## src/rtl/adder_pkg.sv

```systemverilog
// Shared definitions for the digit-serial adder: FSM state encoding and a
// constant-evaluable ceiling log2 used to size the digit counter.
package adder_pkg;

   localparam logic [1:0] ST_IDLE = 2'd0;
   localparam logic [1:0] ST_RUN  = 2'd1;
   localparam logic [1:0] ST_DONE = 2'd2;

   typedef enum logic [1:0] {
      IDLE = ST_IDLE,
      RUN  = ST_RUN,
      DONE = ST_DONE
   } state_t;

   // Number of bits needed to count 0..value-1 (0 when value <= 1).
   function automatic int clog2(input int value);
      int r;
      int v;
      r = 0;
      v = value - 1;
      while (v > 0) begin
         r++;
         v = v >> 1;
      end
      return r;
   endfunction

endpackage

```

## src/rtl/digit_add.sv

```systemverilog
// Combinational DIGIT-bit ripple-carry adder. Besides the sum and carry-out it
// exposes the carry into the MSB so the caller can derive signed overflow.
module digit_add #(
   parameter int DIGIT = 4
) (
   input  logic [DIGIT-1:0] i_a,
   input  logic [DIGIT-1:0] i_b,
   input  logic             i_cin,
   output logic [DIGIT-1:0] o_s,
   output logic             o_cout,
   output logic             o_cmsb
);

   // Ripple the carry LSB to MSB, capturing the carry entering the top bit.
   always_comb begin : ripple
      logic c;
      c      = i_cin;
      o_s    = '0;
      o_cmsb = 1'b0;
      for (int i = 0; i < DIGIT; i++) begin
         o_s[i] = i_a[i] ^ i_b[i] ^ c;
         if (i == DIGIT - 1) begin
            o_cmsb = c;
         end
         c = (i_a[i] & i_b[i]) | (c & (i_a[i] ^ i_b[i]));
      end
      o_cout = c;
   end

endmodule

```

## src/rtl/serial_adder.sv

```systemverilog
// Digit-serial two's-complement adder/subtractor. Operands are captured on a
// start pulse, DIGIT bits are summed per clock through a narrow ripple adder,
// and the full result plus carry-out and signed overflow are presented with a
// one-cycle done pulse after WIDTH/DIGIT processing cycles.
module serial_adder
   import adder_pkg::*;
#(
   parameter int WIDTH = 16,
   parameter int DIGIT = 4
) (
   input  logic             clk,
   input  logic             rst,
   input  logic             start,
   input  logic             sub,
   input  logic [WIDTH-1:0] in1,
   input  logic [WIDTH-1:0] in2,
   output logic             busy,
   output logic             done,
   output logic [WIDTH-1:0] out1,
   output logic             cout,
   output logic             ovf
);

   localparam int N     = WIDTH / DIGIT;
   localparam int CNT_W = (N > 1) ? clog2(N) : 1;
   localparam logic [CNT_W-1:0] LAST_CNT = CNT_W'(N - 1);

   state_t           r_state;
   state_t           w_next;

   logic [WIDTH-1:0] r_a;
   logic [WIDTH-1:0] r_b;
   logic [WIDTH-1:0] r_res;
   logic             r_carry;
   logic [CNT_W-1:0] r_cnt;

   logic [WIDTH-1:0] w_res_next;
   logic [DIGIT-1:0] w_sum;
   logic             w_cout;
   logic             w_cmsb;
   logic             w_load;
   logic             w_step;
   logic             w_last;

   // A new operation may be accepted whenever the engine is not mid-run,
   // which lets a start in the DONE cycle chain straight into the next job.
   assign w_load = start && ((r_state == IDLE) || (r_state == DONE));
   assign w_step = (r_state == RUN);
   assign w_last = w_step && (r_cnt == LAST_CNT);

   assign busy = (r_state == RUN);
   assign done = (r_state == DONE);

   digit_add #(
      .DIGIT (DIGIT)
   ) u_digit_add (
      .i_a    (r_a[DIGIT-1:0]),
      .i_b    (r_b[DIGIT-1:0]),
      .i_cin  (r_carry),
      .o_s    (w_sum),
      .o_cout (w_cout),
      .o_cmsb (w_cmsb)
   );

   // The newest digit enters at the top, so after N shifts the first digit
   // has reached the LSB position and the register holds the whole result.
   generate
      if (DIGIT == WIDTH) begin : g_res_single
         assign w_res_next = w_sum;
      end else begin : g_res_shift
         assign w_res_next = {w_sum, r_res[WIDTH-1:DIGIT]};
      end
   endgenerate

   // State register.
   always_ff @(posedge clk) begin
      if (rst) begin
         r_state <= IDLE;
      end else begin
         r_state <= w_next;
      end
   end

   // Next-state logic: IDLE waits for start, RUN counts digits, DONE lasts
   // one cycle and either relaunches or falls back to IDLE.
   always_comb begin
      w_next = r_state;
      case (r_state)
         IDLE: begin
            if (start) begin
               w_next = RUN;
            end
         end
         RUN: begin
            if (w_last) begin
               w_next = DONE;
            end
         end
         DONE: begin
            if (start) begin
               w_next = RUN;
            end else begin
               w_next = IDLE;
            end
         end
         default: begin
            w_next = IDLE;
         end
      endcase
   end

   // Operand/carry capture and per-digit shifting. Subtraction is performed
   // as A + ~B + 1, with the +1 supplied as the initial carry.
   always_ff @(posedge clk) begin
      if (rst) begin
         r_a     <= '0;
         r_b     <= '0;
         r_res   <= '0;
         r_carry <= 1'b0;
         r_cnt   <= '0;
      end else if (w_load) begin
         r_a     <= in1;
         r_b     <= sub ? ~in2 : in2;
         r_carry <= sub;
         r_cnt   <= '0;
      end else if (w_step) begin
         r_a     <= r_a >> DIGIT;
         r_b     <= r_b >> DIGIT;
         r_res   <= w_res_next;
         r_carry <= w_cout;
         r_cnt   <= r_cnt + CNT_W'(1);
      end
   end

   // Result registers update only when the final digit is processed, so they
   // hold the last completed result through IDLE and any following run.
   // Overflow is carry-in-to-MSB XOR carry-out, equivalent to operands of
   // equal sign producing a sum of the opposite sign.
   always_ff @(posedge clk) begin
      if (rst) begin
         out1 <= '0;
         cout <= 1'b0;
         ovf  <= 1'b0;
      end else if (w_last) begin
         out1 <= w_res_next;
         cout <= w_cout;
         ovf  <= w_cmsb ^ w_cout;
      end
   end

endmodule
```

## config.mk

```make
export PLATFORM = sky130hd
export DESIGN_NAME = serial_adder
export DESIGN_NICKNAME = d
export VERILOG_FILES = /design/src/rtl/adder_pkg.sv /design/src/rtl/digit_add.sv /design/src/rtl/serial_adder.sv
export SDC_FILE = /design/constraint.sdc
export NUM_CORES = 1
export LEC_CHECK = 0
export ABC_CLOCK_PERIOD_IN_PS = 4400
export BUFFER_PORTS_ARGS = -buffer_cell sky130_fd_sc_hd__buf_2
export CORE_MARGIN = 4
export CORE_UTILIZATION = 45
export CTS_BUF_LIST = sky130_fd_sc_hd__clkbuf_8
export DETAILED_ROUTE_END_ITERATION = 6
export GPL_ROUTABILITY_DRIVEN = 1
export GPL_TIMING_DRIVEN = 1
export PLACE_DENSITY_LB_ADDON = 0.2
export SYNTH_ARGS = -nofsm -noshare
export SYNTH_HDL_FRONTEND = slang
export SYNTH_HIERARCHICAL = 1
export SYNTH_SLANG_ARGS = --single-unit
```

## constraint.sdc

```tcl
create_clock -name clk -period 4.4 [get_ports clk]
set_clock_uncertainty 0.05 [all_clocks]
set_input_delay 0.88 -clock clk [delete_from_list [all_inputs] [get_ports clk]]
set_output_delay 0.88 -clock clk [all_outputs]
set_load 0.1 [all_outputs]
```

# == After elaboration in Yosys (flattened, before gate mapping) ==
# Index checks and enable logic that the tools add are counted.
# classes
add_sub_neg,1
n_bitwise,23
reduce_logical,8
n_mux,11
n_eq_ne,5
# op_table
operator,n
16-bit 2-to-1 mux,5
16-bit inverter,1
1-bit bitwise XOR,9
1-bit AND,8
2-bit case mux with 3 select lines,1
"2-bit == test, second input constant",2
2-bit 2-to-1 mux,2
1-bit OR,4
2-bit AND reduction,2
1-bit 2-to-1 mux,3
"2-bit by 1-bit adder with 2-bit output, second input constant",1
"2-bit by 1-bit == test with 1-bit output, second input constant",1
1-bit logical AND,2
2-bit logical NOT,1
"2-bit by 1-bit inequality test with 1-bit output, second input constant",1
"2-bit inequality test, second input constant",1
2-bit nonzero test,1
2-bit OR reduction,1
1-bit logical OR,1
1-bit inverter,1
# totals
elab_cells,57
output_inout_bits,20
in_bits,36
reg_bits,71

# == Longest topological paths before layout ==
# Gate-level depths: netlist of run 1.
# depth
ltp_word,11
mapped_depth,8
ltp_nobuf,8

# == By module ==
# Netlist of run 1, hierarchy kept.
# by_module_without_submodules
module,instances,seq_area_each_um2,cells_each,area_each_um2
serial_adder,1,1341.3,319,2736.4
digit_add,1,0.0,12,110.1

# == Least setup slack after synthesis of run 1 ==
# Ideal clock, no wire load.
# synth_path
kind,reg-to-output
startpoint,register r_state[1]
endpoint,output done
stages_incl_launch_ff,2
required_ns,3.470
slack_ns,1.793
t_arrival_ns,1.677
path_buffers,0
path_cell_list,dfxtp_1 > nor2b_1
# synth_via
elab_chain_len,1
# synth_rtl
element,line,rtl
from (decl),serial_adder.sv:28,state_t r_state;
from (signal assigned),serial_adder.sv:80,r_state <= w_next;
2-bit == test,serial_adder.sv:52,assign done = (r_state == DONE);
to (decl),serial_adder.sv:18,"output logic done,"
# Every way passes these cells.

# == Worst setup path in the final report of run 1 ==
# layout_path
startpoint,register r_state[0]
endpoint,output busy
# layout_via
elab_chain_len,1
# layout_rtl
element,line,rtl
2-bit by 1-bit == test with 1-bit output,serial_adder.sv:51,assign busy = (r_state == RUN);
to (decl),serial_adder.sv:17,"output logic busy,"
# Every way passes these cells.

==> results of run 1 <==
-- cells in the mapped netlist, drive strengths merged, types with 2 or more instances --
master   n  area, µm²
fa       4       80.1
xor2    16        140
nor2     8       30.0
a21oi   47        235
nand2   75        282
buf     21        163
nand3   18       90.1
a311oi   5       75.1
inv      9       33.8
nor2b    2       12.5
clkbuf   7       26.3
dfxtp   67       1340
xnor2    2       17.5
a22oi   11       82.6
mux2i    2       20.0
nand2b   2       12.5
nor3    21        105
o22ai    9       56.3
-- worst reg2reg max path, delay by kind of cell (launching register included) --
kind / cells / cell delay (ns)
simple gates: 1 / 0.08
buf+inv: 2 / 0.16
flops: 1 / 0.37
fa+ha+maj: 4 / 1.39
compound gates: 1 / 0.06
-- where the power goes --
part | switching [mW] | internal (mW)
combinational | 0.0972 | 0.0613
sequential | 0.0189 | 0.638
clock | 0.217 | 0.244
-- logic make-up (layout without fill, tap and decap cells) --
group | after synthesis | count (layout) | share of synthesized area
and+or+nand+nor | 128 | 128 | 0.193
adders and majority gates | 5 | 5 | 0.0325
buffers and inverters | 37 | 83 | 0.0782
DFF | 67 | 67 | 0.471
muxes | 2 | 2 | 0.00703
AOI/OAI and AO/OA | 74 | 74 | 0.163
xor gates and xnor gates | 18 | 18 | 0.0554
-- worst min-delay path by stage --
stage | cells past startpoint | to | startpoint | slack [ns]
detailed placement | 2 | out1[8] | out1[8] | 0.39
floorplan | 2 | out1[0] | r_res[4] | 0.38
global route | 2 | out1[4] | out1[4] | 0.41
CTS | 2 | out1[8] | out1[8] | 0.40
global placement | 2 | out1[3] | out1[3] | 0.39
finish | 2 | out1[8] | out1[8] | 0.40
-- metal layers --
layer	vias up	part of all wire	wire length, µm	global-route usage
li1	1200	-	-	-
met5	-	0	0	0
met3	4	0.056	328	0.0574
met4	0	0.0041	24	0.0460
met1	1075	0.46	2660	0.210
met2	57	0.48	2820	0.257
-- sequential cells by signal (all words and copies together), names as in the netlist --
signal / count
out1: 16
ovf: 1
r_b: 16
r_state: 2
r_carry: 1
cout: 1
r_res: 12
r_a: 16
r_cnt: 2
-- final cells by class --
cell class	count	area, µm²	share of cell area
multi-input combinational	227	1290	0.397
clock buffer	12	165	0.0510
sequential	67	1340	0.414
inverter	9	33.8	0.0104
timing repair buffer	59	305	0.0942
clock inverter	3	13.8	0.00425
tap	75	93.8	0.0290
-- stage by stage --
| stage | worst slack (ns) | instance area, µm² |
|---|---|---|
| 2_1_floorplan | 1.79 | 2850 |
| 3_3_place_gp | 2.00 | 3060 |
| 3_5_place_dp | 1.97 | 3060 |
| 4_1_cts | 1.64 | 3240 |
| 5_1_grt | 1.52 | 3240 |
| 6_report | 1.67 | 3240 |
==> run summary, run 1 <==
Mapped Nets -> 372
Layout Nets -> 414
Post-detail-place hpwl -> 3.66 mm
Gr usage total -> 0.162
Number of antenna violations at the first check in global routing -> 0
CP bufs+invs -> 3
Initial DRC count -> 77
Htree depth -> 3
Die width -> 87.5 µm
CTS Buf Count -> 9
Crit-path max cell delay -> 0.51 ns
GRT overflow -> 0
CP endpoint -> busy
CTS tree -> done
Routed len/inst -> 12.9 µm
Hold buffer count at CTS -> 0
Period utilization -> 0.621
Die height -> 87.5 µm
Yosys cell types -> 26
Largest net degree at the start of global routing -> 47
CP cell instances -> nand2b_2 -> inv_2 -> buf_4 -> buf_2
Crit end category -> output port
Remaining antenna violation count -> 0
Synth Register Bits -> 67
WP depth -> 4
Commonest non-fill, non-tap cells in the layout -> nand2_1, dfxtp_1, buf_2, a21oi_1, nor3_1
Longest Clk Path Bufs -> 2
Final Hold Viols -> 0
IO Port Bufs -> 55
Max-slew violations -> 0
Async SR Flop Fraction -> 0
Worst Hold Margin -> 0.401 ns
Status -> finished, final reports clean
Final Non-Filler Cells -> 452
Max cap viols -> 0
GPL Wtd Cong -> 0.733
Pwr Total -> 1.28 mW
RSZ-0062 raised after global routing -> no
Top delay family on crit path -> buffers and inverters
Core Region -> 6030 µm²
IR drop worst, VDD -> 246 µV
Fill cells -> 628
Layout cells sized above 1 -> 0.215
Reg-to-Reg Start -> r_b[0]
CP Launch Point -> r_state[0]
CP max stage cell -> buf_2
Pre-Repair DR Iteration Count -> 4
LEAKAGE -> 1.30 nW
Clk slew on worst S/H paths -> 0.07 ns
Ant diodes -> 0
Vias in the first global route -> 2,175
Mapped Cells -> 331
Reg2Reg Setup Slack -> 2.15 ns
Clk root buf -> clkbuf_8
Syn Area/Cell -> 8.60 µm²
Crit path DAT -> 1.80 ns
Worst R2R End -> r_res[15]
Area Growth Syn to Fin -> 13.8%
Worst skew pair latency -> 0.34 ns
Post-CTS Resized -> 0
Sequential fraction of the synthesis area -> 0.471
Setup TNS -> 0 ns
First-pass GRT wire length -> 9.89 mm
Worst Tran Pin Value -> 1.22 ns
Post-CTS setup buffers -> 0
Max_slew headroom -> 0.181
Crit path kind -> reg -> out
Power Dens Cells -> 394 nW/µm²
Crit Path Max Fanout -> 40
Req. time, crit path -> 3.47 ns
Main synth FF type -> dfxtp_1
Final wirelength -> 5.84 mm
Core Util, Final -> 0.538
Routed vias/inst -> 5.17
Total die area -> 7660 µm²
Hold Path Class -> reg -> reg
Vias post-DR -> 2,336
Residual DRC count -> 0
Tmin final -> 2.73 ns
Clk sinks -> 67
Worst r2r path cells -> 8
Commonest non-fill, non-tap cell in the layout -> nand2_1
Setup Viol. Count Final -> 0
Number of flops mapped to enable cells by yosys -> 0
Synth warnings -> 6
Starting density of the core -> 0.472
I/O pin total -> 56
Crit path launch type -> flip-flop
Max Clock Freq -> 366 MHz
Synthesized cell area -> 2850 µm²
Placed Cells -> 437
Rows -> 28
(Power assumes the default switching activity.)
==> run 2, diff against run 1 <==
--- a/config.mk
+++ b/config.mk
@@ -5,7 +5,7 @@
 export SDC_FILE = /design/constraint.sdc
 export NUM_CORES = 1
 export LEC_CHECK = 0
-export ABC_CLOCK_PERIOD_IN_PS = 4400
+export ABC_CLOCK_PERIOD_IN_PS = 2400
 export BUFFER_PORTS_ARGS = -buffer_cell sky130_fd_sc_hd__buf_2
 export CORE_MARGIN = 4
 export CORE_UTILIZATION = 45
==> constraint.sdc (replaced) <==
create_clock -name clk -period 2.4 [get_ports clk]
set_clock_uncertainty 0.05 [all_clocks]
set_input_delay 0.48 -clock clk [delete_from_list [all_inputs] [get_ports clk]]
set_output_delay 0.48 -clock clk [all_outputs]
set_load 0.1 [all_outputs]
==> run 2 against run 1 <==
Compared with the run above:
- combinational power up 88%
- first-iteration DRC count grew 31%
- utilization up 1.4 points
- total power up 99%
- largest cell class unchanged
- setup slack lost 1.4 ns
- sequential power rose by 83%
- worst hold slack worse by 0.078 ns
- largest power group unchanged
- register-to-register slack lost 1.9 ns
- highest routed layer unchanged
==> run summary, run 2 (same netlist as run 1, synthesis figures left out) <==
Crit-path max cell delay -> 0.43 ns (was 0.51 ns)
Longest Clk Path Bufs -> 2 (unchanged)
Tmin final -> 2.17 ns
Post-Place Setup Slack -> 0.233 ns (was 1.97 ns)
Max Clock Freq -> 461 MHz
Layout cells sized above 1 -> 0.219 (was 0.215)
Max_slew headroom -> 0.523 (was 0.181)
CTS Buf Count -> 9 (unchanged)
Residual DRC count -> 0 (unchanged)
Worst Hold Margin -> 0.323 ns (was 0.401 ns)
Starting density of the core -> 0.472 (unchanged)
CP dominant cell by count -> fa_1
Remaining antenna violation count -> 0 (unchanged)
Max-slew violations -> 0 (unchanged)
LEAKAGE -> 1.33 nW (was 1.30 nW)
Post-CTS Resized -> 0 (unchanged)
Clk sinks -> 67 (unchanged)
Crit path launch type -> flip-flop (unchanged)
Setup TNS -> 0 ns (unchanged)
CTS tree -> done (unchanged)
Max cap viols -> 0 (unchanged)
Commonest non-fill, non-tap cell in the layout -> nand2_1 (unchanged)
Commonest non-fill, non-tap cells in the layout -> nand2_1, dfxtp_1, buf_2, a21oi_1, nor3_1 (unchanged)
Clk root buf -> clkbuf_8 (unchanged)
Req. time, crit path -> 2.57 ns (was 3.47 ns)
IR drop worst, VDD -> 397 µV (was 246 µV)
Final Non-Filler Cells -> 454 (was 452)
Crit path kind -> reg -> reg (was reg -> out)
Power Dens Cells -> 765 nW/µm² (was 394 nW/µm²)
Largest net degree at the start of global routing -> 47 (unchanged)
Ant diodes -> 0 (unchanged)
Layout Nets -> 415 (was 414)
Post-CTS setup buffers -> 0 (unchanged)
Post-detail-place hpwl -> 3.68 mm (was 3.66 mm)
Vias post-DR -> 2,355 (was 2,336)
Initial DRC count -> 101 (was 77)
Crit end category -> flip-flop (was output port)
CP max stage cell -> fa_1 (was buf_2)
Period utilization -> 0.903
Hold Path Class -> in -> reg (was reg -> reg)
Rows -> 28 (unchanged)
CP cell instances -> fa_1 -> inv_1 -> fa_1 -> fa_1 -> inv_1 -> fa_1 -> nand2_1 -> a21oi_1 (was nand2b_2 -> inv_2 -> buf_4 -> buf_2)
Core Region -> 6030 µm² (unchanged)
Final Hold Viols -> 0 (unchanged)
GPL Wtd Cong -> 0.734 (was 0.733)
Die width -> 87.5 µm (unchanged)
Number of antenna violations at the first check in global routing -> 0 (unchanged)
First-pass GRT wire length -> 9.96 mm (was 9.89 mm)
Setup Viol. Count Final -> 0 (unchanged)
Die height -> 87.5 µm (unchanged)
Worst Tran Pin Value -> 0.713 ns (was 1.22 ns)
Clk slew on worst S/H paths -> 0.07 ns (about the same)
IO Port Bufs -> 55 (unchanged)
Vias in the first global route -> 2,229 (was 2,175)
Htree depth -> 3 (unchanged)
Routed len/inst -> 12.7 µm (was 12.9 µm)
Pre-Repair DR Iteration Count -> 4 (unchanged)
Largest regs -> out1 (16), r_a (16), r_b (16) (unchanged)
Crit Path Max Fanout -> 2 (was 40)
Routed vias/inst -> 5.19 (was 5.17)
Gr usage total -> 0.163 (was 0.162)
Final wirelength -> 5.77 mm (was 5.84 mm)
Area Growth Syn to Fin -> 16.8% (was 13.8%)
RSZ-0062 raised after global routing -> no (unchanged)
Dpl cell area -> 3100 µm² (was 3060 µm²)
Crit path DAT -> 2.34 ns (was 1.80 ns)
Placed Cells -> 438 (was 437)
Total die area -> 7660 µm² (unchanged)
Status -> finished, final reports clean (unchanged)
GRT overflow -> 0 (unchanged)
Worst skew pair latency -> 0.34 ns (about the same)
Post-Layout Inst Area -> 3320 µm² (was 3240 µm²)
Final WS setup -> 0.233 ns (was 1.67 ns)
I/O pin total -> 56 (unchanged)
Hold buffer count at CTS -> 0 (unchanged)
==> run 2: cell count changes in the layout (fill, tap and decap cells not counted), sizes merged <==
cell / delta
clkinvlp: +1
buf: +1
clkbuf: -1
bufinv: +2
clkinv: -1
==> run 2: layer usage <==
metal	up-vias	track usage	wire length [µm]
met5	-	0	0
met4	0	0.0502	61
met3	6	0.0611	392
met2	58	0.264	2660
met1	1087	0.203	2650
li1	1204	-	-
==> run 2: worst paths after layout <==
| path | start | to | slack, ns | cells past startpoint |
|---|---|---|---|---|
| worst max-delay path | r_a[0] | out1[15] | 0.23 | 8 |
| worst min-delay path | in1[14] | r_a[14] | 0.32 | 3 |
| worst max register to register | r_a[0] | out1[15] | 0.23 | 8 |
| worst min register to register | out1[10] | out1[10] | 0.40 | 2 |
==> run 2: power breakdown <==
| part | total (mW) | switching (mW) | internal, mW | leakage [nW] |
|---|---|---|---|---|
| clock | 1.04 | 0.404 | 0.636 | 0.117 |
| sequential | 1.20 | 0.0341 | 1.17 | 0.547 |
| combinational | 0.299 | 0.179 | 0.119 | 0.663 |
| total | 2.54 | 0.618 | 1.92 | 1.33 |
==> run 2: per-stage QoR <==
step	util	total power [mW]
after global routing	0.552	2.68
after CTS	0.552	2.57
after global placement	0.514	1.53
after floorplan	-	1.46
after detailed placement	0.514	1.53
final	0.552	2.54
==> run 2: cell type report <==
type / instances / area, µm²
fill: 629 / 2700
sequential: 67 / 1340
multi-input combinational: 227 / 1290
timing repair buffer: 60 / 340
clock buffer: 11 / 151
tap: 75 / 93.8
clock inverter: 5 / 76.3
inverter: 9 / 33.8
==> run 2: worst max-delay path, delay by kind of cell, from the launching register on <==
family | cells | cell delay (ns)
AOI/OAI and AO/OA | 1 | 0.06
adders and majority gates | 4 | 1.36
buffers and inverters | 2 | 0.15
DFF | 1 | 0.36
and+or+nand+nor | 1 | 0.07
==> run 3, diff against run 2 <==
--- a/config.mk
+++ b/config.mk
@@ -16,5 +16,4 @@
 export PLACE_DENSITY_LB_ADDON = 0.2
 export SYNTH_ARGS = -nofsm -noshare
 export SYNTH_HDL_FRONTEND = slang
-export SYNTH_HIERARCHICAL = 1
 export SYNTH_SLANG_ARGS = --single-unit
==> run 3 against run 2 <==
Compared with the run above:
- sequential power about the same
- first-iteration DRC count is 2.0% higher
- total power increased by 0.52%
==> run summary, run 3 <==
Routed len/inst -> 13.2 µm (was 12.7 µm)
Htree depth -> 3 (unchanged)
Clk root buf -> clkbuf_8 (unchanged)
Fill cells -> 590 (was 629)
Cell accounting for the most synthesized area -> dfxtp_1 (unchanged)
Routed vias/inst -> 5.17 (was 5.19)
Count leader, synth -> dfxtp_1 (was nand2_1)
Reg-to-Reg Start -> r_a[0] (unchanged)
Longest Clk Path Bufs -> 2 (unchanged)
Hold buffer count at CTS -> 0 (unchanged)
Rows -> 28 (unchanged)
Die height -> 86.5 µm (was 87.5 µm)
Req. time, crit path -> 2.60 ns (was 2.57 ns)
CP cell instances -> fa_1 -> inv_1 -> fa_1 -> inv_1 -> fa_1 -> inv_1 -> fa_1 -> a211oi_2 (was fa_1 -> inv_1 -> fa_1 -> fa_1 -> inv_1 -> fa_1 -> nand2_1 -> a21oi_1)
Core Region -> 5960 µm² (was 6030 µm²)
Register area -> 1340 µm² (unchanged)
Synth area leaders -> dfxtp_1, nand2_1, a21oi_1 (unchanged)
CP bufs+invs -> 3 (was 2)
Synth Register Bits -> 67 (unchanged)
GPL Wtd Cong -> 0.728 (was 0.734)
HP Start -> in1[15] (was in1[14])
Setup TNS -> 0 ns (unchanged)
Crit path launch type -> flip-flop (unchanged)
Status -> finished, final reports clean (unchanged)
Async SR Flop Fraction -> 0 (unchanged)
Clk slew on worst S/H paths -> 0.07 ns (about the same)
Pre-Repair DR Iteration Count -> 4 (unchanged)
Remaining antenna violation count -> 0 (unchanged)
Synth warnings -> 0 (was 6)
Synthesized cell area -> 2770 µm² (was 2850 µm²)
Crit path kind -> reg -> reg (unchanged)
Max Clock Freq -> 441 MHz (was 461 MHz)
Syn Area/Cell -> 8.61 µm² (was 8.60 µm²)
Worst Tran Pin Value -> 0.728 ns (was 0.713 ns)
Vias post-DR -> 2,318 (was 2,355)
Setup Viol. Count Final -> 0 (unchanged)
Vias in the first global route -> 2,188 (was 2,229)
Hold endpoint -> r_a[15] (was r_a[14])
Number of flops mapped to enable cells by yosys -> 0 (unchanged)
Worst hold stages -> 3 (unchanged)
Gr usage total -> 0.170 (was 0.163)
IR drop worst, VDD -> 468 µV (was 397 µV)
RSZ-0062 raised after global routing -> yes (was no)
Max_slew headroom -> 0.515 (was 0.523)
Crit end category -> flip-flop (unchanged)
Commonest non-fill, non-tap cells in the layout -> dfxtp_1, nand2_1, buf_2, a21oi_1, nor3_1 (was nand2_1, dfxtp_1, buf_2, a21oi_1, nor3_1)
Final Non-Filler Cells -> 448 (was 454)
Power Dens Cells -> 766 nW/µm² (was 765 nW/µm²)
CTS tree -> done (unchanged)
Worst skew pair latency -> 0.33 ns (was 0.34 ns)
Final wirelength -> 5.92 mm (was 5.77 mm)
Mapped Nets -> 363 (was 372)
Initial DRC count -> 103 (was 101)
Largest net degree at the start of global routing -> 40 (was 47)
Reg2Reg Setup Slack -> 0.13 ns (was 0.23 ns)
First-pass GRT wire length -> 9.98 mm (was 9.96 mm)
I/O pin total -> 56 (unchanged)
Worst R2R End -> r_res[15] (was out1[15])
Tmin final -> 2.27 ns (was 2.17 ns)
Starting density of the core -> 0.466 (was 0.472)
Mapped Cells -> 322 (was 331)
CTS Buf Count -> 9 (unchanged)
WP depth -> 8 (unchanged)
Number of antenna violations at the first check in global routing -> 0 (unchanged)
Largest regs -> out1 (16), r_a (16), r_b (16) (unchanged)
Ant diodes -> 0 (unchanged)
Sequential fraction of the synthesis area -> 0.484 (was 0.471)
Residual DRC count -> 0 (unchanged)
Max-slew violations -> 0 (unchanged)
Post-CTS setup buffers -> 0 (unchanged)
Max cap viols -> 0 (unchanged)
Top delay family on crit path -> adder cells (unchanged)
Commonest non-fill, non-tap cell in the layout -> dfxtp_1 (was nand2_1)
Crit-path max cell delay -> 0.45 ns (was 0.43 ns)
Layout cells sized above 1 -> 0.223 (was 0.219)
Layout Nets -> 409 (was 415)
CP dominant cell by count -> fa_1 (unchanged)
CP max stage cell -> fa_1 (unchanged)
Crit path DAT -> 2.47 ns (was 2.34 ns)
Share of the synthesized area in the top cell type -> 0.484 (was 0.471)
Worst r2r path cells -> 8 (unchanged)
Placed Cells -> 432 (was 438)
Area Growth Syn to Fin -> 20.4% (was 16.8%)
Synth top cells by count -> dfxtp_1, nand2_1, a21oi_1 (was nand2_1, dfxtp_1, a21oi_1)
Crit Path Max Fanout -> 2 (unchanged)
Main synth FF type -> dfxtp_1 (unchanged)
LEAKAGE -> 1.33 nW (about the same)
Final Hold Viols -> 0 (unchanged)
Hold Path Class -> in -> reg (unchanged)
Clk sinks -> 67 (unchanged)
Die width -> 86.5 µm (was 87.5 µm)
GRT overflow -> 0 (unchanged)
IO Port Bufs -> 55 (unchanged)
Period utilization -> 0.944 (was 0.903)
Multi-input gate area -> 1270 µm² (was 1290 µm²)
Total die area -> 7480 µm² (was 7660 µm²)
Post-detail-place hpwl -> 3.90 mm (was 3.68 mm)
Yosys cell types -> 28 (was 26)
Pwr Total -> 2.56 mW (was 2.54 mW)
==> run 3: cell types whose count changed after synthesis, sizes merged, moves of 3 or more <==
cell and delta:
buf -3, nand2 -13, a21oi -5, nor2 +4, a211oi +4, mux2i +3
clkbuf +3
==> run 3: per-stage QoR <==
step | hold WS [ns] | worst slack [ns] | util | instance area, µm²
floorplan | 0.382 | 0.193 | - | 2770
global placement | 0.390 | 0.163 | 0.520 | 3100
detailed placement | 0.395 | 0.129 | 0.520 | 3100
CTS | 0.361 | 0.116 | 0.559 | 3330
global route | 0.372 | -0.00392 | 0.560 | 3340
finish | 0.382 | 0.135 | 0.560 | 3340
==> run 3: cell families after synthesis <==
logic type               share of synthesized area
buffers and inverters                       0.0632
flip-flops                                   0.484
AO/OA/AOI/OAI                                0.161
AND/OR/NAND/NOR                              0.184
multiplexers                                0.0181
XOR/XNOR                                    0.0569
adder cells (fa/ha/maj)                     0.0334
==> run 3: how the worst max path moves through the flow <==
stage,from,to,slack [ns]
after floorplan,r_state[1],done,0.19
after global placement,r_a[0],out1[15],0.16
after detailed placement,r_a[0],r_res[15],0.13
after CTS,r_a[0],out1[15],0.12
after global routing,r_a[0],r_res[15],-0.004
final,r_a[0],r_res[15],0.13
==> run 3: cell type report <==
| cell class | instances | share of cell area |
|---|---|---|
| inverter | 8 | 0.00900 |
| tap | 75 | 0.0281 |
| clock inverter | 5 | 0.0229 |
| clock buffer | 11 | 0.0454 |
| multi-input combinational | 219 | 0.380 |
| timing repair buffer | 63 | 0.112 |
| sequential | 67 | 0.402 |
==> run 3: worst min-delay path: cells and delay by family <==
kind | cells | cell delay (ns)
buffers and inverters | 1 | 0.07
AND/OR/NAND/NOR | 1 | 0.11
multiplexers | 1 | 0.06
==> run 3: timing repair <==
action / in CTS / in global routing
resized for setup: 0 / 2
endpoints found under the setup margin: 0 / 2
hold endpoints to repair: 0 / 0
==> run 3: per-layer routing <==
layer / global-route usage / share of wire
met1: 0.200 / 0.45
met2: 0.284 / 0.49
met3: 0.0599 / 0.047
met4: 0.0666 / 0.017
met5: 0 / 0
==> run 3: power by group <==
part	leakage, nW	switching, mW	internal [mW]
clock	0.117	0.408	0.636
combinational	0.664	0.178	0.127
sequential	0.547	0.0365	1.17
total	1.33	0.622	1.93
